**config.mk**
```make
export PLATFORM = sky130hd
export DESIGN_NAME = hazard_stall_ctrl
export DESIGN_NICKNAME = d
export VERILOG_FILES = /design/src/rtl/hazard_stall_ctrl_pkg.sv /design/src/rtl/hazard_stall_ctrl_md_busy_timer.sv /design/src/rtl/hazard_stall_ctrl.sv
export SDC_FILE = /design/constraint.sdc
export NUM_CORES = 1
export LEC_CHECK = 0
export CELL_PAD_IN_SITES_DETAIL_PLACEMENT = 1
export CELL_PAD_IN_SITES_GLOBAL_PLACEMENT = 1
export CORE_UTILIZATION = 25
export DETAILED_ROUTE_END_ITERATION = 12
export PLACE_DENSITY_LB_ADDON = 0.25
export SLEW_MARGIN = 40
export SYNTH_ARGS = -nofsm -noshare
export SYNTH_HDL_FRONTEND = slang
export SYNTH_HIERARCHICAL = 1
export SYNTH_SLANG_ARGS = --single-unit
```
**constraint.sdc**
```tcl
create_clock -name clk -period 5.73 [get_ports clk]
set_clock_uncertainty 0.15 [all_clocks]
set_input_delay 1.4325 -clock clk [delete_from_list [all_inputs] [get_ports clk]]
set_output_delay 1.4325 -clock clk [all_outputs]
set_load 0.1 [all_outputs]
```
**src/rtl/hazard_stall_ctrl_pkg.sv**
```systemverilog
// hazard_stall_ctrl_pkg: shared Tuse/Tnew encodings, latency defaults and the per-source hazard rule.
package hazard_stall_ctrl_pkg;
  localparam logic [1:0] TUSE_BR   = 2'd0;
  localparam logic [1:0] TUSE_ALU  = 2'd1;
  localparam logic [1:0] TUSE_ST   = 2'd2;
  localparam logic [1:0] TNEW_NONE = 2'd0;
  localparam int MULT_LAT_DEF = 5;
  localparam int DIV_LAT_DEF  = 10;
  localparam logic [4:0] REG_ZERO = 5'd0;
  // A producer only blocks the reader when its result arrives later than the reader needs it.
  function automatic logic src_hazard(input logic used, input logic [4:0] src, input logic [1:0] tuse,
                                      input logic [4:0] ex_wa, input logic [1:0] ex_tnew,
                                      input logic [4:0] mem_wa, input logic [1:0] mem_tnew);
    return used && (src != REG_ZERO) &&
           (((ex_wa == src) && (ex_tnew > tuse)) || ((mem_wa == src) && (mem_tnew > tuse)));
  endfunction
endpackage

```
**src/rtl/hazard_stall_ctrl_md_busy_timer.sv**
```systemverilog
// md_busy_timer: multiply/divide busy down-counter; a start while busy is ignored.
module md_busy_timer
  import hazard_stall_ctrl_pkg::*;
#(
  parameter int MULT_LAT = MULT_LAT_DEF,
  parameter int DIV_LAT  = DIV_LAT_DEF,
  parameter int CNT_W    = 4
) (
  input  logic clk,
  input  logic reset,
  input  logic md_start,
  input  logic md_is_div,
  output logic md_busy
);
  logic [CNT_W-1:0] r_cnt;
  always_ff @(posedge clk or negedge reset) begin
    if (!reset) r_cnt <= '0;
    else if (md_start && r_cnt == '0) r_cnt <= md_is_div ? CNT_W'(DIV_LAT) : CNT_W'(MULT_LAT);
    else if (r_cnt != '0) r_cnt <= r_cnt - CNT_W'(1);
  end
  assign md_busy = (r_cnt != '0);
endmodule

```
**src/rtl/hazard_stall_ctrl.sv**
```systemverilog
// hazard_stall_ctrl: IF/ID hold and ID/EX bubble control from Tuse/Tnew hazards and md busy.
// Optional STALL_CNT_EN adds a free-running 32-bit stall-cycle counter.
module hazard_stall_ctrl
  import hazard_stall_ctrl_pkg::*;
#(
  parameter int MULT_LAT = MULT_LAT_DEF,
  parameter int DIV_LAT  = DIV_LAT_DEF,
  parameter int CNT_W    = 4
) (
  input  logic        clk,
  input  logic        reset,
  input  logic [4:0]  id_rs,
  input  logic [4:0]  id_rt,
  input  logic        id_rs_used,
  input  logic        id_rt_used,
  input  logic [1:0]  id_tuse_rs,
  input  logic [1:0]  id_tuse_rt,
  input  logic        id_is_md,
  input  logic [4:0]  ex_wa,
  input  logic [4:0]  mem_wa,
  input  logic [1:0]  ex_tnew,
  input  logic [1:0]  mem_tnew,
  input  logic        md_start,
  input  logic        md_is_div,
  output logic        pc_en,
  output logic        if_id_en,
  output logic        id_ex_clr,
  output logic        md_busy,
  output logic [31:0] stall_cnt
);
  logic w_rs_haz, w_rt_haz, w_md_haz, w_stall;
  md_busy_timer #(.MULT_LAT(MULT_LAT), .DIV_LAT(DIV_LAT), .CNT_W(CNT_W)) u_timer (
    .clk(clk), .reset(reset), .md_start(md_start), .md_is_div(md_is_div), .md_busy(md_busy)
  );
  assign w_rs_haz = src_hazard(id_rs_used, id_rs, id_tuse_rs, ex_wa, ex_tnew, mem_wa, mem_tnew);
  assign w_rt_haz = src_hazard(id_rt_used, id_rt, id_tuse_rt, ex_wa, ex_tnew, mem_wa, mem_tnew);
  // md_start counts too: the timer has not loaded yet in the cycle the op sits in EX.
  assign w_md_haz = id_is_md && (md_busy || md_start);
  assign w_stall  = w_rs_haz || w_rt_haz || w_md_haz;
  assign pc_en     = ~w_stall;
  assign if_id_en  = ~w_stall;
  assign id_ex_clr = w_stall;
`ifdef STALL_CNT_EN
  logic [31:0] r_stall_cnt;
  always_ff @(posedge clk or negedge reset) begin
    if (!reset) r_stall_cnt <= '0;
    else if (w_stall) r_stall_cnt <= r_stall_cnt + 32'd1;
  end
  assign stall_cnt = r_stall_cnt;
`else
  assign stall_cnt = '0;
`endif
endmodule

```
==> metrics <==
Int Power 172.4 uW; minimum clock period 5.006 ns; synth warn 6; MaxCap Viol Count 0; hold path depth 1; DR pass1 iterations 3; Tot GR Track Use 0.1233; die width 63.68 um; Via density 4.054; Die H 63.68 um; sw frac 0.5678; endpoints failing hold 0; clk slew on worst S/H paths 0.03 ns; Power Dens Cells 300.8 mW/mm^2; CP Launch Type input port; CP Data Arrival Time 3.42 ns; Setup crit end kind output port; total congestion overflow 0; Vias 827; Post-CTS Repair Setup Buffers 0; sequential power share 0.163; Hold Path Class reg -> reg; area of the mapped netlist 950.9 um^2; Seq cells post-synth 4; kind of critical path in -> out; share of post-route cells with drive strength above 1 0.06410; DR WL/cell 12.00 um; initial DRC count 11; clock share of power 0.148; status finished, final reports clean; leak pwr 0.5768 nW; num rows 22; Die ar. 0.004055 mm^2; Area growth, synth to finish 39.47%; library cells used by synthesis 25; RSZ-0062 raised after global routing false; crit-path max FO 2; Combinational Power Share 0.689; Max VDD drop 0.0001546 V; ANT cells 0; max reg flops 4; initial antenna violation count 0; post-route ant nets 0; Top Registers u_timer/r_cnt x4; CTS Root Cell clkbuf_8; Mapped Avg Cell Area 8.127 um^2; initial core utilization 0.2597; Seq/Total Area, Yosys 0.1053; I/O pin count 71; TNS Setup 0 ns; core area 0.003661 mm^2; PostCTS Resize Cnt 0; CP cell instances clkdlybuf4s50_1, inv_1, ha_1, nand2_1, nand4_1, nor4_1, o221ai_1, and3_1, buf_12; CTS tree yes; Final Max Slew Viols 0; H-tree Lvls 1; clock latency on the worst-skew pair 0.22 ns; Multi-input gate area 678.2 um^2; Placer Congestion 0.7160; Largest stage delay, worst path 0.46 ns; Clock Sinks 4; NumNets Final 203; global-route wire length before repair 3891 um; worst path required time 4.15 ns; Worst Reg-to-Reg Cells 5; largest net degree at the start of global routing 7; clk buf depth 2; Syn Inst Count 117; Setup Viol. Count Final 0; Fillers 456; Fmax 0.1998 GHz; P_sw 226.5 uW; DR DRC count 0; hold buffers post-CTS 0; Top reg by flops u_timer/r_cnt; slowest CP cell clkdlybuf4s50_1; port bufs 38; vias in the first global route 904; Tcrit/Tclk final 0.8736; total CTS buffers 3; final core occ 0.3623; Reg area 100.1 um^2; post-DP HPWL 2180 um; final WL 2449 um
cell usage in the layout (no fill, tap or decap):
cell and n:
ha_1 10, xnor2_1 14, nand3_1 3, nand4_1 3, buf_2 1, inv_1 11
clkbuf_8 3, xor2_1 7, clkdlybuf4s50_1 34, or4_1 2, o21ai_0 5, and3_1 2
nor2_1 1, a21oi_1 4, o21a_1 1, a2111oi_2 1, nand2_1 4, o221ai_1 2
dfrtp_1 4, nor4_1 3, buf_12 3, nor2b_1 1, nor4b_2 1, o211ai_1 1
nand3b_1 1, conb_1 32, nor3b_4 1, mux2i_1 1
layer usage:
metal	global-route usage	share of wire	wire length, um	vias up
met4	0.03125	0.013	31	0
met5	0	0	0	-
met2	0.2394	0.52	1284	43
li1	-	-	-	410
met3	0.02536	0.058	141	2
met1	0.1319	0.41	992	372
layout make-up:
cell class / instances / area share
inverter: 11 / 0.03113
multi-input combinational: 100 / 0.5113
clock buffer: 3 / 0.03113
sequential: 4 / 0.07547
tap: 48 / 0.04528
timing repair buffer: 38 / 0.3057
metrics by stage:
stage	hold slack (ns)	cell area [um^2]	instances	power [mW]	setup slack, ns
floorplan	0.3683	1067	148	0.2907	0.5776
global placement	0.4277	1290	201	0.3390	0.7434
detailed placement	0.4294	1285	201	0.3412	0.7343
CTS	0.4445	1326	204	0.4035	0.7043
global route	0.4729	1326	204	0.4244	0.5692
finish	0.4407	1326	204	0.3989	0.7244
power by group through the flow:
stage          sequential [mW]  clock (mW)  combinational, mW
6_report                0.0651      0.0589              0.275
3_5_place_dp            0.0660           0              0.275
4_1_cts                 0.0659      0.0605              0.277
2_1_floorplan           0.0612           0              0.230
3_3_place_gp            0.0652           0              0.274
5_1_grt                 0.0687      0.0623              0.293
cells in the mapped netlist (all sizes together):
master	number	area (um^2)
buf	33	247.7
xnor2	14	122.6
inv	11	41.29
ha	10	125.1
xor2	7	61.31
o21ai	5	25.02
a21oi	4	20.02
dfrtp	4	100.1
nand2	4	15.01
nand3	3	15.01
nand4	3	18.77
nor4	3	18.77
and3	2	12.51
o221ai	2	17.52
or4	2	15.01
a2111oi	1	15.01
conb	1	3.750
mux2i	1	10.01
nand3b	1	7.510
nor2	1	3.750
nor2b	1	6.260
nor3b	1	18.77
nor4b	1	15.01
o211ai	1	7.510
o21a	1	7.510
kinds of logic (layout without fill, tap and decap cells):
group | count (synthesis) | after routing | share of synthesized area
AO/OA/AOI/OAI | 14 | 14 | 0.09737
XOR/XNOR | 21 | 21 | 0.1934
adder cells (fa/ha/maj) | 10 | 10 | 0.1316
buffers and inverters | 44 | 52 | 0.3040
flip-flops | 4 | 4 | 0.1053
multiplexers | 1 | 1 | 0.01053
other | 1 | 32 | 0.003944
AND/OR/NAND/NOR | 22 | 22 | 0.1539
worst max-delay path, delay by kind of cell:
family          cells  cell delay [ns]
simple gates        4             0.77
buf+inv             3             0.71
fa+ha+maj           1             0.30
compound gates      1             0.21
path summary, 6_finish.rpt:
path,startpoint,to,slack [ns]
max,id_tuse_rt[1],if_id_en,0.72
min,u_timer/r_cnt[0]$_DFFE_PN0P_,u_timer/r_cnt[0]$_DFFE_PN0P_,0.44
max reg2reg,u_timer/r_cnt[0]$_DFFE_PN0P_,u_timer/r_cnt[0]$_DFFE_PN0P_,4.24
min reg2reg,u_timer/r_cnt[0]$_DFFE_PN0P_,u_timer/r_cnt[0]$_DFFE_PN0P_,0.44
max in group asynchronous,reset,u_timer/r_cnt[1]$_DFFE_PN0P_,3.98
min in group asynchronous,reset,u_timer/r_cnt[3]$_DFFE_PN0P_,1.27
Power figures use the tool's default switching activity.
